$ cat src/rtl/int_sequencer.sv
// Interrupt entry/return sequencer with a return-address stack.
// Optional nesting of interrupts is enabled by defining INT_NEST_EN.
module int_sequencer #(
    parameter int unsigned pcWidth    = 8,
    parameter int unsigned stackDepth = 4
) (
    input  logic               clk,
    input  logic               clr,
    input  logic               intPending,
    input  logic [pcWidth-1:0] isrAddr,
    input  logic               instrDone,
    input  logic [pcWidth-1:0] curPC,
    input  logic               retI,
    output logic               clrPend,
    output logic               intDisable,
    output logic               ldPC,
    output logic [pcWidth-1:0] pcOut,
    output logic               inISR,
    output logic               stkErr
);

    localparam int unsigned DW = $clog2(stackDepth + 1);
    localparam int unsigned AW = $clog2(stackDepth);

    typedef enum logic [2:0] {
        S_IDLE,
        S_ACK,
        S_VECTOR,
        S_ISR,
        S_RETURN
    } state_e;

    state_e             state_q, state_d;
    logic [DW-1:0]      depth_q, depth_d;
    logic [pcWidth-1:0] vec_q, vec_d;
    logic [pcWidth-1:0] pc_out_q, pc_out_d;
    logic [pcWidth-1:0] stk_q [stackDepth];
    logic               clr_pend_q, clr_pend_d;
    logic               ld_pc_q, ld_pc_d;
    logic               int_dis_q, int_dis_d;
    logic               in_isr_q, in_isr_d;
    logic               stk_err_q, stk_err_d;
    logic               push_c;
    logic               entry_c;
    logic [AW-1:0]      push_idx_c;
    logic [AW-1:0]      pop_idx_c;

    assign entry_c    = intPending & instrDone;
    assign push_idx_c = depth_q[AW-1:0];
    assign pop_idx_c  = AW'(depth_q - DW'(1));

    // State register and registered outputs
    always_ff @(posedge clk or posedge clr) begin
        if (clr) begin
            state_q    <= S_IDLE;
            depth_q    <= '0;
            vec_q      <= '0;
            pc_out_q   <= '0;
            clr_pend_q <= 1'b0;
            ld_pc_q    <= 1'b0;
            int_dis_q  <= 1'b0;
            in_isr_q   <= 1'b0;
            stk_err_q  <= 1'b0;
        end else begin
            state_q    <= state_d;
            depth_q    <= depth_d;
            vec_q      <= vec_d;
            pc_out_q   <= pc_out_d;
            clr_pend_q <= clr_pend_d;
            ld_pc_q    <= ld_pc_d;
            int_dis_q  <= int_dis_d;
            in_isr_q   <= in_isr_d;
            stk_err_q  <= stk_err_d;
        end
    end

    // Return-address stack storage
    always_ff @(posedge clk or posedge clr) begin
        if (clr) begin
            for (int unsigned i = 0; i < stackDepth; i++) begin
                stk_q[i] <= '0;
            end
        end else if (push_c) begin
            stk_q[push_idx_c] <= curPC;
        end
    end

    // Next-state and next-output logic
    always_comb begin
        state_d   = state_q;
        depth_d   = depth_q;
        vec_d     = vec_q;
        pc_out_d  = pc_out_q;
        stk_err_d = stk_err_q;
        push_c    = 1'b0;

        case (state_q)
            S_IDLE: begin
                if (retI) begin
                    stk_err_d = 1'b1;
                end
                if (entry_c && !int_dis_q) begin
                    push_c  = 1'b1;
                    vec_d   = isrAddr;
                    state_d = S_ACK;
                end
            end
            S_ACK: begin
                pc_out_d = vec_q;
                state_d  = S_VECTOR;
            end
            S_VECTOR: begin
                state_d = S_ISR;
            end
            S_ISR: begin
                // A return always beats a simultaneous new entry.
                if (retI) begin
                    pc_out_d = stk_q[pop_idx_c];
                    depth_d  = depth_q - DW'(1);
                    state_d  = S_RETURN;
                end
`ifdef INT_NEST_EN
                else if (entry_c) begin
                    if (depth_q < DW'(stackDepth)) begin
                        push_c  = 1'b1;
                        vec_d   = isrAddr;
                        state_d = S_ACK;
                    end else begin
                        stk_err_d = 1'b1;
                    end
                end
`endif
            end
            S_RETURN: begin
                state_d = (depth_q == '0) ? S_IDLE : S_ISR;
            end
            default: begin
                state_d = S_IDLE;
            end
        endcase

        if (push_c) begin
            depth_d = depth_q + DW'(1);
        end

        clr_pend_d = (state_d == S_ACK);
        ld_pc_d    = (state_d == S_VECTOR) || (state_d == S_RETURN);
        in_isr_d   = (depth_d != '0);
`ifdef INT_NEST_EN
        int_dis_d  = (state_d == S_ACK) || (state_d == S_VECTOR) ||
                     (state_d == S_RETURN) ||
                     ((state_d == S_ISR) && (depth_d == DW'(stackDepth)));
`else
        int_dis_d  = (state_d == S_ACK) || (state_d == S_VECTOR) ||
                     (state_d == S_RETURN) || (state_d == S_ISR);
`endif
    end

    assign clrPend    = clr_pend_q;
    assign intDisable = int_dis_q;
    assign ldPC       = ld_pc_q;
    assign pcOut      = pc_out_q;
    assign inISR      = in_isr_q;
    assign stkErr     = stk_err_q;

endmodule

$ cat config.mk
export PLATFORM = sky130hd
export DESIGN_NAME = int_sequencer
export DESIGN_NICKNAME = d
export VERILOG_FILES = /design/src/rtl/int_sequencer.sv
export SDC_FILE = /design/constraint.sdc
export NUM_CORES = 1
export LEC_CHECK = 0
export CORE_MARGIN = 2
export CORE_UTILIZATION = 58
export CTS_CLUSTER_SIZE = 20
export DETAILED_ROUTE_END_ITERATION = 6
export GPL_ROUTABILITY_DRIVEN = 0
export GPL_TIMING_DRIVEN = 0
export PLACE_DENSITY = 0.83
export SYNTH_ARGS = -nofsm -noshare
export SYNTH_HDL_FRONTEND = slang
export SYNTH_SLANG_ARGS = --single-unit
export TNS_END_PERCENT = 30
$ cat constraint.sdc
create_clock -name clk -period 5.6 [get_ports clk]
set_input_delay 1.68 -clock clk [delete_from_list [all_inputs] [get_ports clk]]
set_output_delay 1.68 -clock clk [all_outputs]
set_load 0.02 [all_outputs]
# Word level (Yosys, flattened, before mapping)
# Index checks and enable logic that the tools add are counted.
# classes
n_addsub	2
order_cmp	3
eq_ne	9
muxes	17
n_bitwise	3
reduce_logical	14
# ops
cell	n
$bwmux 32	1
$mux 8	4
$bmux 8 s2	1
$demux 8 s2	1
$pmux 8 s2	1
$mux 3	5
$pmux 3 s5	1
$eq 3x2->1 const B	4
$eq 3x1->1 const B	2
$eq 3x3->1 const B	2
$ge 3x3->1 const B	2
$logic_not 3->1	2
$not 2->3	2
$reduce_and 2->1	3
$logic_or 1x1->1	4
$add 3x1->3 const B	1
$lt 3x1->1 const B	1
$reduce_bool 3->1	1
$sub 3x1->3 const B	1
$logic_and 1x1->1	2
$mux 1	2
$mux 2	1
$ne 2x2->1 const B	1
$reduce_bool 2->1	1
2 further kinds	2
# word_totals
reg_bits	59
inputBits	21
out_inout_bits	13
wordCells	61

# Logic depth before layout (Yosys ltp)
# depth
ltp_word	8
ltp_mapped	7
ltp_nobuf	6

# Least setup slack after synthesis
# No wires, ideal clock.
# synth_path
kind	in2reg
start	input port intPending
end	register vec_q[0]
setup_ns	0.125
arrival_time_ns	2.550
required_ns	5.475
setup_slack_ns	2.925
path_stages	4
n_path_buf	1
path_cell_list	nand2_1 > nor3_4 > buf_4 > mux2_2
# synth_via
elab_chain_len	3
# synth_rtl
item	line_no	text
from (decl)	9	input logic intPending,
$and 1x1->1	48	assign entry_c = intPending & instrDone;
$logic_and 1x1->1	102	if (entry_c && !int_dis_q) begin
$reduce_and 2->1 (no source line)	n/a	
to (signal assigned)	67	vec_q <= vec_d;
to (decl)	35	logic [pcWidth-1:0] vec_q, vec_d;
# No other way between the ends.
# A chain may end at the register's enable or synchronous reset.

# Worst setup path in the final report
# layout_path
start	input port retI
end	register pc_out_q[3] (netlist: pcOut[3])
# layout_via
elab_chain_len	2
# layout_rtl
item	line_no	text
from (decl)	13	input logic retI,
$ne 2x2->1 (no source line)	n/a	
$reduce_and 2->1 (no source line)	n/a	
to (signal assigned)	68	pc_out_q <= pc_out_d;
to (decl)	36	logic [pcWidth-1:0] pc_out_q, pc_out_d;
# No other way between the ends.

==> impl_summary.md <==
Synth
The average instance in the mapped netlist occupies 13.7 um^2. The count of yosys warnings during synthesis is 0. The number of nets produced by synthesis is 215. Sequential cells were found to cover 57.0% of the synthesized design area. Synthesis handed over a netlist of 189 instances. The distinct cell type count after synthesis is 35. The synthesized netlist occupies a cell area of 2590 um^2. The biggest area contributor in the post-synthesis netlist is dfrtp_1. The dominant register cell in the synthesized netlist is dfrtp_1. The share of flip-flops with an asynchronous set or reset after synthesis is 100%. The number of storage elements in the synthesis netlist is 59.

The area share of the leading cell type in the synthesized netlist is 57.0%. Yosys mapped a number of flops with a built-in enable equal to 0. Sorting the synthesized cells by area gives the leading types as dfrtp_1 (57%), mux2_2 (17%), mux4_2 (7.0%).

Timing
In the finished design, the share of the clock period the worst path needs comes to 55.9%. The number of pins with negative max-slew slack in the final report is 0. For the final routed database, the setup TNS stands at 0 ns. For the pin with the worst max-slew slack, the measured transition is 0.631 ns.

Setup violations remaining at the end of the flow were counted as 0. Static timing analysis puts the maximum clock frequency at 0.319 GHz. The number of hold violations in the final report is 0. The final critical path time including I/O delays and setup is 3.13 ns. On the final layout, the worst clock skew is 0.00821 ns. Setup repair after global routing left no endpoint under its margin. The least setup slack across all paths after layout is 2.47 ns. The relative max-transition margin is 58.0%.

Critical path
The required time of the worst setup path is 5.78 ns. Along the worst path, the maximum fanout reaches 10. The worst register-to-register path has a setup slack of 3.05 ns. The startpoint-to-endpoint class of the critical path is input port to register. The worst setup path is captured at a register. The capturing instance or port of the critical path is pcOut[3]$_DFFE_PP0P_. The timing startpoint of the critical path is retI. The category of the worst setup path launch point is an input port. The endpoint identified for the worst register-to-register timing path is pcOut[3]$_DFFE_PP0P_.

Data arrives at the worst endpoint at 3.31 ns. The origin of the critical flop-to-flop path is depth_q[0]$_DFF_PP0_. Measured in cells, the most critical reg-to-reg path has a length of 7.

Floorplanning
The number of ports placed on the die boundary is 34. The die height is 70.8 um. The placeable core region is 4320 um^2. For this configuration, the core starts out at a cell density of 59.9%. The floorplan step defined a die boundary enclosing 5020 um^2.

In this run the horizontal extent of the chip is 70.8 um. The number of placement rows is 24.

Clock network
TritonCTS built the clock tree. The setup fix buffers added after clock tree synthesis is 0. The root cell of the clock tree is clkbuf_8. The cts-stage hold buffer count is 0. The clock slew at the register clock pins of the worst setup and hold paths is 0.06 ns.

In this run the deepest clock path goes through 2 buffers. Buffers inserted during clock tree synthesis total 9. The total number of H-tree levels is 3. The clock drives 59 sinks.

The clock latency of the later-clocked register in the worst-skew pair is 0.33 ns. After clock tree synthesis, the repair step resized 0 gates.

Routing
Once detail routing completed, the nets flagged for antenna violations numbered 0. The count of vias placed by the detailed router is 1,666. The detail-routed net length per standard cell is 17.6 um. Dividing the detail-routed via count by the number of cells gives 5.74. The post-detailed-route DRC marker count is 0.

After detailed routing, the total wire length is 5100 um. The number of design-rule violations left by the first detailed-router iteration is 186. The detailed-router iteration count before antenna repair is 4.

Global route
The total overflow left after global routing is 0. Entering global routing, the biggest net connects 42 pins. Global routing used 23.2% of the available tracks across all layers.

The number of global-route vias before repair is 1,736. The first global-routing pass estimated 8530 um of wire. The initial antenna violation count came to 0.

Hold path
In this run the worst hold path is classified as register to register.

Final layout
From synthesis to final layout, the design area changed by 24.3%. The cell area after layout is 3220 um^2. The share of final-layout standard cells stronger than drive strength 1 is 30.3%. The number of diodes is 0.

The number of standard cells in the layout, taps in and fillers out is 290. The number of nets in the layout is 260.

Place
Once detailed placement completed, the half-perimeter wirelength came to 3330 um. During placement, the flow inserted port buffers numbering 33. The post-placement setup slack is 2.15 ns. In this run the cell area measured after placement is 3010 um^2. The number of placed instances, taps included, is 275.

Power
In this run the power density over the cells is 572 nW/um^2. For this design the static power due to leakage is 0.00146 uW. The total power is 1840 uW. IR analysis of the VDD net gives a maximum drop of 0.284 mV.

Run
The max capacitance violation total is 0.

Run status
The flow ran to the end, and the final reports show no timing, DRC or antenna violations.
flip-flops by register name (all words and copies together) (netlist names), 3 cells and up:
name,count
stk_q,32
pcOut,8
vec_q,8
depth_q,3
state_q,3
layer usage:
layer  vias to the layer above  global-route usage, %  routed length (um)
met5                         -                      0                   0
met4                         0                   13.6                  90
met3                         7                   5.70                 256
met2                        59                   35.7                2530
met1                       837                   30.0                2230
li1                        763                      -                   -
cell type report:
class,instances,area [um^2]
Clock buffer,10,138
Timing Repair Buffer,34,350
Tap cell,52,65.1
Buffer,7,31.3
Multi-Input combinational cell,119,1070
Fill cell,277,1100
Inverter,4,15.0
Clock inverter,5,77.6
Sequential cell,59,1480
stage by stage:
stage | hold WS (ns) | utilization (%)
2_1_floorplan | 0.449 | -
4_1_cts | 0.491 | 74.5
5_1_grt | 0.515 | 74.5
3_5_place_dp | 0.465 | 69.5
6_report | 0.486 | 74.5
3_3_place_gp | 0.466 | 69.1
Yosys cell counts, types with 2 or more instances:
cell type  count
a31oi_1        8
nor2_1        10
nand2b_1       3
nand2_2        3
inv_1          4
ha_1           5
mux2_2        39
clkbuf_1       5
and2_1         2
dfrtp_1       59
mux4_2         8
nand2_1       19
a21o_1         2
cell usage in the layout (no fill, tap or decap), types with 2 or more instances in the layout:
| master | Yosys | layout |
|---|---|---|
| dfrtp_1 | 59 | 59 |
| mux2_2 | 39 | 39 |
| clkdlybuf4s50_1 | 0 | 33 |
| nand2_1 | 19 | 19 |
| nor2_1 | 10 | 10 |
| clkbuf_8 | 0 | 10 |
| mux4_2 | 8 | 8 |
| a31oi_1 | 8 | 8 |
| clkbuf_1 | 5 | 5 |
| ha_1 | 5 | 5 |
| nand2_2 | 3 | 3 |
| inv_1 | 4 | 3 |
| nand2b_1 | 3 | 3 |
| and2_1 | 2 | 2 |
| a21o_1 | 2 | 2 |
| bufinv_16 | 0 | 2 |
| clkinv_2 | 0 | 2 |
cell families (layout without fill, tap and decap cells):
family / Yosys count / count (layout) / share of synthesized area, %
flops: 59 / 59 / 57.0
mux: 49 / 49 / 24.7
simple gates: 47 / 47 / 9.27
compound gates: 16 / 16 / 4.15
buf+inv: 11 / 60 / 1.79
fa+ha+maj: 5 / 5 / 2.41
xor+xnor: 2 / 2 / 0.676
how the worst min path moves through the flow:
stage                          from              endpoint  slack (ns)  cells past startpoint
2_1_floorplan  depth_q[2]$_DFF_PP0_  depth_q[2]$_DFF_PP0_        0.45                      1
6_report         stkErr$_DFFE_PP0P_    stkErr$_DFFE_PP0P_        0.49                      1
5_1_grt          stkErr$_DFFE_PP0P_    stkErr$_DFFE_PP0P_        0.51                      1
3_5_place_dp     stkErr$_DFFE_PP0P_    stkErr$_DFFE_PP0P_        0.47                      1
4_1_cts          stkErr$_DFFE_PP0P_    stkErr$_DFFE_PP0P_        0.49                      1
3_3_place_gp     stkErr$_DFFE_PP0P_    stkErr$_DFFE_PP0P_        0.47                      1
critical path, cell delays in order:
cell and delay, ns:
clkdlybuf4s50_1 0.49, inv_1 0.06, a21oi_1 0.52, clkbuf_1 0.39
a31oi_1 0.17
power by group:
| group | total, uW | internal, uW | leakage, uW | switching, uW |
|---|---|---|---|---|
| logic | 690 | 365 | 0.000605 | 326 |
| clock network | 420 | 258 | 0.000108 | 161 |
| registers | 732 | 614 | 0.000742 | 118 |
(Power assumes the default switching activity.)
